$ cat src/rtl/enemy_missile_ctl_pkg.sv
// Shared constants, FSM encoding and LFSR step for the enemy missile controller.
package enemy_missile_ctl_pkg;
  localparam int unsigned N_SLOTS = 5;
  localparam int unsigned COORD_W = 11;
  localparam int unsigned LFSR_W  = 16;

  localparam logic [COORD_W-1:0] PARK_X = '0;
  localparam logic [COORD_W-1:0] PARK_Y = '0;

  localparam logic [LFSR_W-1:0] LFSR_SEED = 16'hACE1;
  // Zero-based tap indices for polynomial taps 16,14,13,11.
  localparam int unsigned TAP_A = 15;
  localparam int unsigned TAP_B = 13;
  localparam int unsigned TAP_C = 12;
  localparam int unsigned TAP_D = 10;

  typedef enum logic [1:0] {
    ST_WAIT   = 2'd0,
    ST_PICK   = 2'd1,
    ST_LAUNCH = 2'd2
  } fire_state_e;

  function automatic logic [LFSR_W-1:0] lfsr_next(input logic [LFSR_W-1:0] s);
    return {s[LFSR_W-2:0], s[TAP_A] ^ s[TAP_B] ^ s[TAP_C] ^ s[TAP_D]};
  endfunction
endpackage

$ cat src/rtl/enemy_missile_slot.sv
// One missile slot: load from the launcher, fall on each step, park when retired or cleared.
module enemy_missile_slot
  import enemy_missile_ctl_pkg::*;
#(
  parameter int unsigned STEP_PX  = 4,
  parameter int unsigned Y_BOTTOM = 768
) (
  input  logic               pclk,
  input  logic               rst,
  input  logic               step,
  input  logic               load,
  input  logic [COORD_W-1:0] load_x,
  input  logic [COORD_W-1:0] load_y,
  input  logic               clear,
  output logic               active,
  output logic [COORD_W-1:0] x,
  output logic [COORD_W-1:0] y
);
  localparam int unsigned YW = COORD_W + 1;

  // One extra bit so the bottom compare cannot wrap.
  logic [YW-1:0] y_step;
  assign y_step = {1'b0, y} + YW'(STEP_PX);

  always_ff @(posedge pclk or posedge rst) begin
    if (rst) begin
      active <= 1'b0;
      x      <= PARK_X;
      y      <= PARK_Y;
    end else if (clear) begin
      active <= 1'b0;
      x      <= PARK_X;
      y      <= PARK_Y;
    end else if (load) begin
      active <= 1'b1;
      x      <= load_x;
      y      <= load_y;
    end else if (step && active) begin
      if (y_step >= YW'(Y_BOTTOM)) begin
        active <= 1'b0;
        x      <= PARK_X;
        y      <= PARK_Y;
      end else begin
        y <= y_step[COORD_W-1:0];
      end
    end
  end
endmodule

$ cat src/rtl/enemy_missile_ctl.sv
// Enemy missile producer: step timer, LFSR column pick, launch FSM and a pool of five slots.
module enemy_missile_ctl
  import enemy_missile_ctl_pkg::*;
#(
  parameter int unsigned STEP_CYCLES = 250000,
  parameter int unsigned STEP_PX     = 4,
  parameter int unsigned FIRE_PERIOD = 40,
  parameter int unsigned Y_BOTTOM    = 768,
  parameter int unsigned COL_PITCH   = 64,
  parameter int unsigned X_OFF       = 24,
  parameter int unsigned Y_OFF       = 32
) (
  input  logic               pclk,
  input  logic               rst,
  input  logic               enable,
  input  logic [COORD_W-1:0] form_x,
  input  logic [COORD_W-1:0] form_y,
  input  logic [7:0]         alive_mask,
  input  logic               ship_hit,
  output logic [COORD_W-1:0] en_x_missile1,
  output logic [COORD_W-1:0] en_x_missile2,
  output logic [COORD_W-1:0] en_x_missile3,
  output logic [COORD_W-1:0] en_x_missile4,
  output logic [COORD_W-1:0] en_x_missile5,
  output logic [COORD_W-1:0] en_y_missile1,
  output logic [COORD_W-1:0] en_y_missile2,
  output logic [COORD_W-1:0] en_y_missile3,
  output logic [COORD_W-1:0] en_y_missile4,
  output logic [COORD_W-1:0] en_y_missile5,
  output logic [N_SLOTS-1:0] active,
  output logic               launch
);
  localparam int unsigned CNT_W = (STEP_CYCLES > 1) ? $clog2(STEP_CYCLES) : 1;
  localparam int unsigned FC_W  = $clog2(FIRE_PERIOD + 1);

  logic [CNT_W-1:0]   step_cnt;
  logic               step;
  logic [LFSR_W-1:0]  lfsr;
  logic [FC_W-1:0]    fire_cnt;
  logic [2:0]         col;
  logic [2:0]         tries;
  fire_state_e        state, state_nxt;
  logic [N_SLOTS-1:0] slot_active;
  logic [N_SLOTS-1:0] load_sel;
  logic               any_idle, fire_due, pick_ok, do_load, pick_next;
  logic [COORD_W-1:0] launch_x, launch_y;
  logic [COORD_W-1:0] slot_x [N_SLOTS];
  logic [COORD_W-1:0] slot_y [N_SLOTS];

  // Movement step timer.
  always_ff @(posedge pclk or posedge rst) begin
    if (rst)       step_cnt <= '0;
    else if (step) step_cnt <= '0;
    else           step_cnt <= step_cnt + CNT_W'(1);
  end
  assign step = (step_cnt == CNT_W'(STEP_CYCLES - 1));

  always_ff @(posedge pclk or posedge rst) begin
    if (rst) lfsr <= LFSR_SEED;
    else     lfsr <= lfsr_next(lfsr);
  end

  assign any_idle = ~&slot_active;
  assign pick_ok  = alive_mask[col] && any_idle;
  assign fire_due = (state == ST_WAIT) && step && enable && (fire_cnt == FC_W'(1));

  always_ff @(posedge pclk or posedge rst) begin
    if (rst) state <= ST_WAIT;
    else     state <= state_nxt;
  end

  always_comb begin
    state_nxt = state;
    if (ship_hit) begin
      state_nxt = ST_WAIT;
    end else begin
      case (state)
        ST_WAIT:   if (fire_due) state_nxt = ST_PICK;
        ST_PICK: begin
          if (pick_ok)                          state_nxt = ST_LAUNCH;
          else if (!any_idle || tries == 3'd7)  state_nxt = ST_WAIT;
        end
        ST_LAUNCH: state_nxt = ST_WAIT;
        default:   state_nxt = ST_WAIT;
      endcase
    end
  end

  // The slot is loaded as PICK succeeds so it is visible during the LAUNCH cycle.
  always_comb begin
    do_load   = 1'b0;
    pick_next = 1'b0;
    if (!ship_hit && state == ST_PICK) begin
      do_load   = pick_ok;
      pick_next = !pick_ok && any_idle && (tries != 3'd7);
    end
  end

  always_ff @(posedge pclk or posedge rst) begin
    if (rst) begin
      fire_cnt <= FC_W'(FIRE_PERIOD);
      col      <= '0;
      tries    <= '0;
      launch   <= 1'b0;
    end else begin
      launch <= do_load;
      if (!ship_hit && state == ST_WAIT) begin
        if (!enable) begin
          fire_cnt <= FC_W'(FIRE_PERIOD);
        end else if (step) begin
          if (fire_cnt == FC_W'(1)) begin
            fire_cnt <= FC_W'(FIRE_PERIOD);
            col      <= lfsr[2:0];
            tries    <= '0;
          end else begin
            fire_cnt <= fire_cnt - FC_W'(1);
          end
        end
      end
      if (pick_next) begin
        col   <= col + 3'd1;
        tries <= tries + 3'd1;
      end
    end
  end

  // Lowest-index idle slot wins.
  always_comb begin
    load_sel = '0;
    for (int i = N_SLOTS - 1; i >= 0; i--) begin
      if (!slot_active[i]) begin
        load_sel    = '0;
        load_sel[i] = do_load;
      end
    end
  end

  assign launch_x = COORD_W'(32'(form_x) + 32'(col) * COL_PITCH + X_OFF);
  assign launch_y = COORD_W'(32'(form_y) + Y_OFF);

  for (genvar k = 0; k < N_SLOTS; k++) begin : g_slot
    enemy_missile_slot #(
      .STEP_PX  (STEP_PX),
      .Y_BOTTOM (Y_BOTTOM)
    ) u_slot (
      .pclk   (pclk),
      .rst    (rst),
      .step   (step),
      .load   (load_sel[k]),
      .load_x (launch_x),
      .load_y (launch_y),
      .clear  (ship_hit),
      .active (slot_active[k]),
      .x      (slot_x[k]),
      .y      (slot_y[k])
    );
  end

  assign active        = slot_active;
  assign en_x_missile1 = slot_x[0];
  assign en_x_missile2 = slot_x[1];
  assign en_x_missile3 = slot_x[2];
  assign en_x_missile4 = slot_x[3];
  assign en_x_missile5 = slot_x[4];
  assign en_y_missile1 = slot_y[0];
  assign en_y_missile2 = slot_y[1];
  assign en_y_missile3 = slot_y[2];
  assign en_y_missile4 = slot_y[3];
  assign en_y_missile5 = slot_y[4];
endmodule

$ cat config.mk
export PLATFORM = sky130hd
export DESIGN_NAME = enemy_missile_ctl
export DESIGN_NICKNAME = d
export VERILOG_FILES = /design/src/rtl/enemy_missile_ctl_pkg.sv /design/src/rtl/enemy_missile_slot.sv /design/src/rtl/enemy_missile_ctl.sv
export SDC_FILE = /design/constraint.sdc
export NUM_CORES = 1
export LEC_CHECK = 0
export ABC_AREA = 0
export CELL_PAD_IN_SITES_DETAIL_PLACEMENT = 1
export CELL_PAD_IN_SITES_GLOBAL_PLACEMENT = 1
export CORE_MARGIN = 2
export CORE_UTILIZATION = 40
export DETAILED_ROUTE_END_ITERATION = 12
export GPL_TIMING_DRIVEN = 0
export PLACE_DENSITY = 0.84
export SETUP_SLACK_MARGIN = 0.15
export SYNTH_ARGS = -nofsm -noshare
export SYNTH_HDL_FRONTEND = slang
export SYNTH_SLANG_ARGS = --single-unit
$ cat constraint.sdc
create_clock -name pclk -period 8.6 [get_ports pclk]
set_clock_uncertainty 0.15 [all_clocks]
set_input_delay 1.72 -clock pclk [delete_from_list [all_inputs] [get_ports pclk]]
set_output_delay 1.72 -clock pclk [all_outputs]
set_load 0.01 [all_outputs]
**Word-level counts from Yosys, hierarchy flattened**

Index checks and enable logic that the tools add are counted.

- Word-level logic and storage cells: 180
- Flip-flop bits (word level): 164
- Input port bits: 34
- Output and inout port bits: 116

- Bitwise operators: 3
- Reduce and logical (&&, ||, !) cells: 41
- Multiplexer cells: 88
- Add/subtract/negate cells: 12
- Order comparisons: 6
- Equality and inequality tests: 8

Operators with widths:

| operator | count |
|---|---|
| 11-bit two-way mux | 40 |
| 11-bit by 3-bit adder with 12-bit output, second input constant | 5 |
| 12-bit by 10-bit >= comparator with 1-bit output, second input constant | 5 |
| 3-bit two-way mux | 10 |
| 3-bit nonzero test | 10 |
| 5-bit two-way mux | 5 |
| 1-bit two-way mux | 23 |
| 18-bit by 1-bit adder with 18-bit output, second input constant | 1 |
| 18-bit == test, second input constant | 1 |
| 18-bit two-way mux | 1 |
| 6-bit two-way mux | 3 |
| 2-bit AND reduction | 7 |
| 1-bit logical AND | 13 |
| 11-bit by 5-bit adder with 11-bit output, second input constant | 1 |
| 11-bit by 6-bit adder with 11-bit output, second input constant | 1 |
| 11-bit by 9-bit adder with 11-bit output | 1 |
| 2-bit two-way mux | 4 |
| 2-bit nonzero test | 4 |
| 3-bit by 1-bit adder with 3-bit output, second input constant | 2 |
| 6-bit by 1-bit == test with 1-bit output, second input constant | 1 |
| 3-bit inequality test, second input constant | 2 |
| 6-bit by 1-bit subtractor with 6-bit output, second input constant | 1 |
| 5-bit AND reduction | 1 |
| 3-bit by 4-bit less-than comparator with 1-bit output, second input constant | 1 |
| other kinds (11) | 15 |

**Depth between registers and ports, before layout**

Gate-level depths: netlist (run 1).

- Depth in word-level cells: 11
- Gate-level depth with buffers: 10
- Mapped depth without buffers: 7

**Modules after synthesis**

A second synthesis (run 1) with hierarchy kept.

- Cells, all modules: 800
- Area, all modules: 8,602.0 µm²

Modules (own cells, without submodules):

| module | cells an instance | area an instance (µm²) | instances | seq. area each (µm²) |
|---|---|---|---|---|
| enemy_missile_slot (g_slot[0].u_slot ...) | 109 | 1,198.6 | 4 | 575.6 |
| enemy_missile_ctl | 235 | 2,528.7 | 1 | 1,238.7 |
| enemy_missile_slot (g_slot[4].u_slot) | 129 | 1,278.7 | 1 | 575.6 |

**Worst setup path after synthesis (run 1)**

Ideal clock, no wire load.

- Path type: input -> register
- Start: in ship_hit
- End: reg g_slot[0].u_slot.y[8]
- Slack: 4.931 ns
- Setup time: 0.126 ns
- Path buffers: 2
- Required time: 8.324 ns
- Data arrival time: 3.393 ns
- Stages: 8
- Cells stage by stage: buf_2 or3b_1 a21oi_2 and4_1 buf_2 nor3_1 a21o_1 a221o_1

- Longest elaborated chain between the ends: 6
- Elaborated cells between the ends (all ways): 7
- Those cells by class: 4 x mux; 3 x reduce/logical

RTL lines:

| what | RTL line | text |
|---|---|---|
| start: declaration | enemy_missile_ctl.sv:19 | `input logic ship_hit,` |
| 1-bit zero test | enemy_missile_ctl.sv:93 | `if (!ship_hit && state == ST_PICK) begin` |
| 1-bit logical AND | enemy_missile_ctl.sv:93 |  |
| 1-bit two-way mux | enemy_missile_ctl.sv:93 |  |
| 5-bit two-way mux | enemy_missile_ctl.sv:131 | `if (!slot_active[i]) begin` |
| 11-bit two-way mux | enemy_missile_slot.sv:34 | `end else if (load) begin` |
| 11-bit two-way mux | enemy_missile_slot.sv:30 | `end else if (clear) begin` |
| end signal: assignment | enemy_missile_slot.sv:37 | `y <= load_y;` |
| end signal: assignment | enemy_missile_slot.sv:44 | `y <= y_step[COORD_W-1:0];` |
| end: declaration | enemy_missile_slot.sv:17 | `output logic [COORD_W-1:0] y` |

Several ways; a longest one is shown, not always the timed one.
A chain may end at the register's enable or synchronous reset.

**Final worst setup path (run 1)**

- Start: in alive_mask[7]
- End: reg g_slot[4].u_slot.x[6]

- Longest elaborated chain between the ends: 11
- Elaborated cells between the ends (all ways): 14
- Those cells by class: 10 x mux; 4 x reduce/logical

RTL lines:

| what | RTL line | text |
|---|---|---|
| start: declaration | enemy_missile_ctl.sv:18 | `input logic [7:0] alive_mask,` |
| 1-bit binary-select mux with 3-bit select (*) | enemy_missile_ctl.sv:64 | `assign pick_ok = alive_mask[col] && any_idle;` |
| 1-bit two-way mux (not written as such) (*) | enemy_missile_ctl.sv:64 |  |
| 1-bit logical AND (*) | enemy_missile_ctl.sv:64 |  |
| 1-bit two-way mux (*) | enemy_missile_ctl.sv:93 |  |
| 5-bit two-way mux (*) (5 in a row) | enemy_missile_ctl.sv:131 |  |
| 3-bit nonzero test (no source line) or 11-bit two-way mux (tied branches) | n/a |  |
| 2-bit AND reduction (no source line) or 11-bit two-way mux (tied branches) | n/a |  |
| end signal: assignment | enemy_missile_slot.sv:36 | `x <= load_x;` |
| end: declaration | enemy_missile_slot.sv:16 | `output logic [COORD_W-1:0] x,` |

Mark *: on every way between the ends. The rest lies on a longest branch, timed or not. The select of a mux whose other input is x is not followed.

==> summary.txt, run 1 <==
status -> finished clean
vias in the first global route -> 7864
Skew-Pair Late Insertion Delay -> 0.44 ns
Max Slew Vio Count -> 0
Leakage -> 4.64 nW
drt total wl -> 28.7 mm
largest net degree at the start of global routing -> 113
first-pass GRT wire length -> 45.7 mm
final non-filler cell total -> 1244
CTS tree -> yes
Initial Utilization -> 40.8%
antenna violations before repair -> 0
crit-path max FO -> 10
worst min-delay path category -> reg2reg
CTS H-tree depth -> 4
via count -> 7380
CP max-delay cell -> a311oi_2
critical path startpoint category -> primary input
GRT Overall Usage -> 27.1%
post-synthesis sequential area ratio -> 49.6%
Final Critical Period -> 4.06 ns
Cell Area, Placed -> 0.0102 mm^2
first-pass iteration count of the detailed router -> 4
Syn. warnings -> 0
Peak Freq -> 247 MHz
grt ovf -> 0
DP HPWL -> 20.2 mm
Slew @ Worst Pin -> 0.882 ns
final hold viol count -> 0
CP Buf/Inv Count -> 2
worst-case vdd ir drop -> 0.000152 V
Row Count -> 52
Post-synth ARST share -> 100%
Area Growth Syn to Fin -> 29.7%
DIE AREA -> 0.0219 mm^2
total inserted antenna cells -> 0
flops & latches, synth -> 164
setup violators final -> 0
Fin Hold WS -> 0.204 ns
crit-path cells -> clkdlybuf4s50_1 > mux2_2 > o211ai_2 > nor4_2 > a311oi_2 > buf_2 > nand2_1 > o21ai_0
total of max-cap violations -> 0
RSZ-0062 raised after global routing -> no
Post-synth EDFFs -> 0
Root Driver -> clkbuf_16
critical path endpoint category -> flip-flop
leading cell type in the layout, fill and taps excluded -> dfrtp_1
Placed Cells incl. Taps -> 1212
cell family with most CP delay -> compound AO/OA/AOI/OAI gates
worst rel slew slack -> 40.7%
most frequent cells in the layout -> dfrtp_1, clkdlybuf4s50_1, nand2_1
setup slack after layout -> 4.54 ns
CP Class -> in2reg
post-route cell area -> 0.0108 mm^2
RePlAce Congestion -> 0.860
Die W -> 148 um
Setup TNS Final -> 0 ns
Setup Fix Bufs, Post-CTS -> 0
core box area -> 0.0203 mm^2
most used flip-flop cell after synthesis -> dfrtp_1
number of antenna-violating nets in the routed design -> 0
Final nets -> 1016
Syn Inst Count -> 792
# DRC -> 0
largest buffer count on any clock path -> 2
per-cell routed wire length -> 23.1 um
count of input and output buffers -> 148
Initial DRC Count -> 491
delay of the slowest cell on the worst path -> 0.67 ns
CTS Buf Count -> 17
num ports -> 150
clock sinks -> 164
synth unique cells -> 83
Setup Slack @ Placement -> 4.22 ns
syn nets -> 847
routed vias/inst -> 5.93
Fillers -> 2241
cts repair resizes -> 0
Pwr Density -> 156 mW/mm^2
clock edge transition at the registers on the reported setup and hold paths -> 0.07 ns
Worst EP arrival -> 4.27 ns
layout cells sized above 1 -> 10.4%
Avg Inst Size Synth -> 10.5 um^2
Critical Path RT -> 8.82 ns
period utilization -> 47.2%
Die Span Y -> 148 um
hold_buf cts -> 0
Post-Synthesis Cell Area -> 0.00829 mm^2
==> cell type report <==
class | instances | area (um^2) | area share [%]
well taps | 270 | 338 | 3.14
plain buffers | 37 | 213 | 1.98
flip-flops and latches | 164 | 4120 | 38.3
multi-input cells | 570 | 3880 | 36.1
clock inverters | 14 | 159 | 1.48
clock buffers | 18 | 439 | 4.08
inverters | 21 | 86.3 | 0.803
repair buffers | 150 | 1520 | 14.1
==> power by group <==
group          switching, mW  leakage [nW]  internal, mW
Combinational         0.0701          2.12        0.0367
Clock                  0.365         0.292         0.421
Sequential           0.00712          2.23         0.778
Total                  0.442          4.64          1.24
==> per-layer routing <==
| metal | global-route usage (%) | vias up | part of all wire, % |
|---|---|---|---|
| met5 | 0 | - | 0 |
| met4 | 8.33 | 0 | 2.1 |
| met3 | 8.80 | 43 | 8.1 |
| met2 | 43.3 | 236 | 47 |
| met1 | 35.1 | 3801 | 43 |
| li1 | - | 3300 | - |
==> synth_stat cells (5+ instances only) <==
| cell type | instances | area share, % |
|---|---|---|
| xnor2_1 | 17 | 1.8 |
| a31oi_1 | 7 | 0.53 |
| nor2b_1 | 6 | 0.45 |
| and2_1 | 6 | 0.45 |
| clkbuf_1 | 10 | 0.45 |
| nand3_1 | 38 | 2.3 |
| and4_1 | 8 | 0.85 |
| a211oi_1 | 7 | 0.63 |
| a21oi_1 | 23 | 1.4 |
| mux2i_1 | 8 | 0.97 |
| nor3_1 | 16 | 0.97 |
| inv_1 | 21 | 0.95 |
| nor4_1 | 5 | 0.38 |
| o21ai_0 | 49 | 3.0 |
| and3_1 | 15 | 1.1 |
| o211ai_1 | 14 | 1.3 |
| nor2_1 | 53 | 2.4 |
| xor2_1 | 15 | 1.6 |
| dfrtp_1 | 154 | 46 |
| o2bb2ai_1 | 6 | 0.63 |
| a22o_1 | 54 | 5.7 |
| buf_4 | 9 | 0.81 |
| buf_2 | 14 | 0.85 |
| nand4_1 | 15 | 1.1 |
| nand2b_1 | 5 | 0.38 |
| or2_2 | 5 | 0.38 |
| o311ai_0 | 7 | 0.74 |
| ha_1 | 21 | 3.2 |
| nand2_1 | 75 | 3.4 |
| dfstp_2 | 10 | 3.2 |
| a221o_1 | 7 | 0.85 |
==> registers in the layout, summed over array words and instances, names as in the netlist <==
| name | flops |
|---|---|
| g_slot.u_slot.y | 55 |
| g_slot.u_slot.active | 5 |
| fire_cnt | 6 |
| g_slot.u_slot.x | 55 |
| lfsr | 16 |
| launch | 1 |
| step_cnt | 18 |
| col | 3 |
| state | 2 |
| tries | 3 |
==> path summary, 6_finish.rpt <==
kind                          startpoint                     to  slack (ns)  cells past startpoint
min in group asynchronous            rst  g_slot[4].u_slot.y[8]        1.54                      2
max reg2reg                  step_cnt[0]  g_slot[4].u_slot.x[6]        5.52                      9
max                        alive_mask[7]  g_slot[4].u_slot.x[6]        4.54                      8
min reg2reg                     lfsr[14]               lfsr[15]        0.20                      0
min                             lfsr[14]               lfsr[15]        0.20                      0
max in group asynchronous            rst           step_cnt[17]        5.87                      3
==> through the flow <==
step	total power [mW]	util, %
3_3_place_gp	0.901	49.8
2_1_floorplan	0.853	-
5_1_grt	1.73	53.0
4_1_cts	1.68	53.0
3_5_place_dp	0.906	50.0
6_report	1.68	53.0
==> cells by family (layout without fill, tap and decap cells) <==
kind of cell / after synthesis / in the layout / synth area share, %
buffers and inverters: 58 / 240 / 3.52
adders and majority gates: 21 / 21 / 3.17
and+or+nand+nor: 279 / 279 / 18.1
AOI/OAI and AO/OA: 226 / 226 / 20.6
xor gates and xnor gates: 32 / 32 / 3.38
muxes: 12 / 12 / 1.51
DFF: 164 / 164 / 49.6
Power figures use the tool's default switching activity.
==> inputs of run 2 (changes only) <==
- CORE_UTILIZATION: 40 -> 37
- PLACE_DENSITY: 0.84 -> 0.82
- clock period: 8.6 -> 3.3 ns (I/O delays scaled with it)
==> summary.txt, run 2 (synthesis results as in run 1) <==
Root Driver -> clkbuf_16
Max Slew Vio Count -> 0
core box area -> 0.0219 mm^2
Pwr Density -> 399 mW/mm^2
clock edge transition at the registers on the reported setup and hold paths -> 0.07 ns
cell family with most CP delay -> simple AND/OR/NAND/NOR gates
Final Critical Period -> 3.14 ns
total of max-cap violations -> 0
Final Util -> 49.5%
delay of the slowest cell on the worst path -> 0.79 ns
Peak Freq -> 319 MHz
CP Buf/Inv Count -> 2
via count -> 7444
CP Class -> reg2reg
crit-path cells -> buf_4 > mux2i_1 > a22o_1 > nor4_2 > clkbuf_1 > a22oi_1 > nand2_1
Skew-Pair Late Insertion Delay -> 0.44 ns
status -> finished clean
Die W -> 154 um
# DRC -> 0
Cell Area, Placed -> 0.0102 mm^2
cts repair resizes -> 0
num ports -> 150
Die Span Y -> 154 um
Final nets -> 1019
Largest regs -> g_slot.u_slot.x: 55 flops, g_slot.u_slot.y: 55 flops, step_cnt: 18 flops
critical path endpoint category -> flip-flop
Row Count -> 54
total inserted antenna cells -> 0
critical path startpoint category -> flip-flop
period utilization -> 95.0%
routed vias/inst -> 5.92
RePlAce Congestion -> 0.915
largest buffer count on any clock path -> 2
DIE AREA -> 0.0236 mm^2
Area Growth Syn to Fin -> 30.6%
crit-path max FO -> 10
number of antenna-violating nets in the routed design -> 0
count of input and output buffers -> 148
hold_buf cts -> 0
layout cells sized above 1 -> 10.7%
CTS Buf Count -> 17
setup violators final -> 0
DP HPWL -> 20.7 mm
CP max-delay cell -> nor4_2
post-route cell area -> 0.0108 mm^2
Setup TNS Final -> 0 ns
clock sinks -> 164
leading cell type in the layout, fill and taps excluded -> dfrtp_1
first-pass iteration count of the detailed router -> 7
first-pass GRT wire length -> 45.3 mm
Pwr Total -> 4.32 mW
worst-case vdd ir drop -> 0.000379 V
antenna violations before repair -> 0
final hold viol count -> 0
storage element area -> 0.00412 mm^2
GRT Overall Usage -> 24.6%
Multi-input gate area -> 0.00391 mm^2
largest net degree at the start of global routing -> 43
Critical Path RT -> 3.53 ns
per-cell routed wire length -> 22.7 um
Initial DRC Count -> 399
vias in the first global route -> 7861
grt ovf -> 0
worst min-delay path category -> reg2reg
drt total wl -> 28.6 mm
Initial Utilization -> 37.9%
Setup Fix Bufs, Post-CTS -> 0
Fillers -> 2461
CTS H-tree depth -> 4
most frequent cells in the layout -> dfrtp_1, clkdlybuf4s50_1, nand2_1
Worst EP arrival -> 3.36 ns
RSZ-0062 raised after global routing -> yes
CTS tree -> yes
Leakage -> 4.65 nW
Slew @ Worst Pin -> 0.954 ns
worst rel slew slack -> 35.9%
## run 2: worst paths after layout
| check | start | endpoint | slack [ns] | depth (start not counted) |
|---|---|---|---|---|
| worst max register to register | col[0] | g_slot[4].u_slot.y[8] | 0.16 | 7 |
| min in group asynchronous | rst | g_slot[4].u_slot.y[5] | 0.40 | 2 |
| max in group asynchronous | rst | lfsr[7] | 1.74 | 4 |
| worst min register to register | lfsr[3] | lfsr[4] | 0.19 | 0 |
| worst max-delay path | col[0] | g_slot[4].u_slot.y[8] | 0.16 | 7 |
| worst min-delay path | lfsr[3] | lfsr[4] | 0.19 | 0 |
## run 2: layout make-up
type	count	area share (%)
Buffer	37	1.96
Clock buffer	17	3.93
Clock inverter	15	1.48
Inverter	21	0.763
Multi-Input combinational cell	570	36.1
Sequential cell	164	38.0
Tap cell	280	3.24
Timing Repair Buffer	153	14.5
## run 2: routing by layer
layer  up-vias  wire (um)  share of wire [%]  GRT usage (%)
li1       3326          -                  -              -
met1      3828      12600                 44           32.2
met2       243      13100                 46           38.6
met3        47       2240                7.8           7.95
met4         0        620                2.2           8.26
met5         -          0                  0              0
## run 2: power by group
| part | internal, mW | total [mW] | switching, mW |
|---|---|---|---|
| Sequential | 2.03 | 2.04 | 0.0174 |
| Clock | 1.01 | 1.99 | 0.974 |
| Combinational | 0.102 | 0.291 | 0.188 |
## run 2: worst reg2reg max path, stage by stage, from the launching register on
cell      delay [ns]
dfrtp_1         0.45
buf_4           0.20
mux2i_1         0.18
a22o_1          0.33
nor4_2          0.79
clkbuf_1        0.65
a22oi_1         0.20
nand2_1         0.12
## run 2: stage by stage
step / setup slack, ns / hold slack, ns / cells
after global routing: 0.0926 / 0.211 / 1257
after detailed placement: -0.0865 / 0.186 / 1225
final: 0.165 / 0.194 / 1257
after global placement: -1.04 / 0.185 / 1220
after floorplan: 0.413 / 0.181 / 792
after CTS: 0.225 / 0.196 / 1257
==> inputs of run 3 (changes only) <==
- CTS_CLUSTER_DIAMETER: default -> 60
==> results of run 3 <==
Final layout, timing and power as in run 2 (identical DEF).
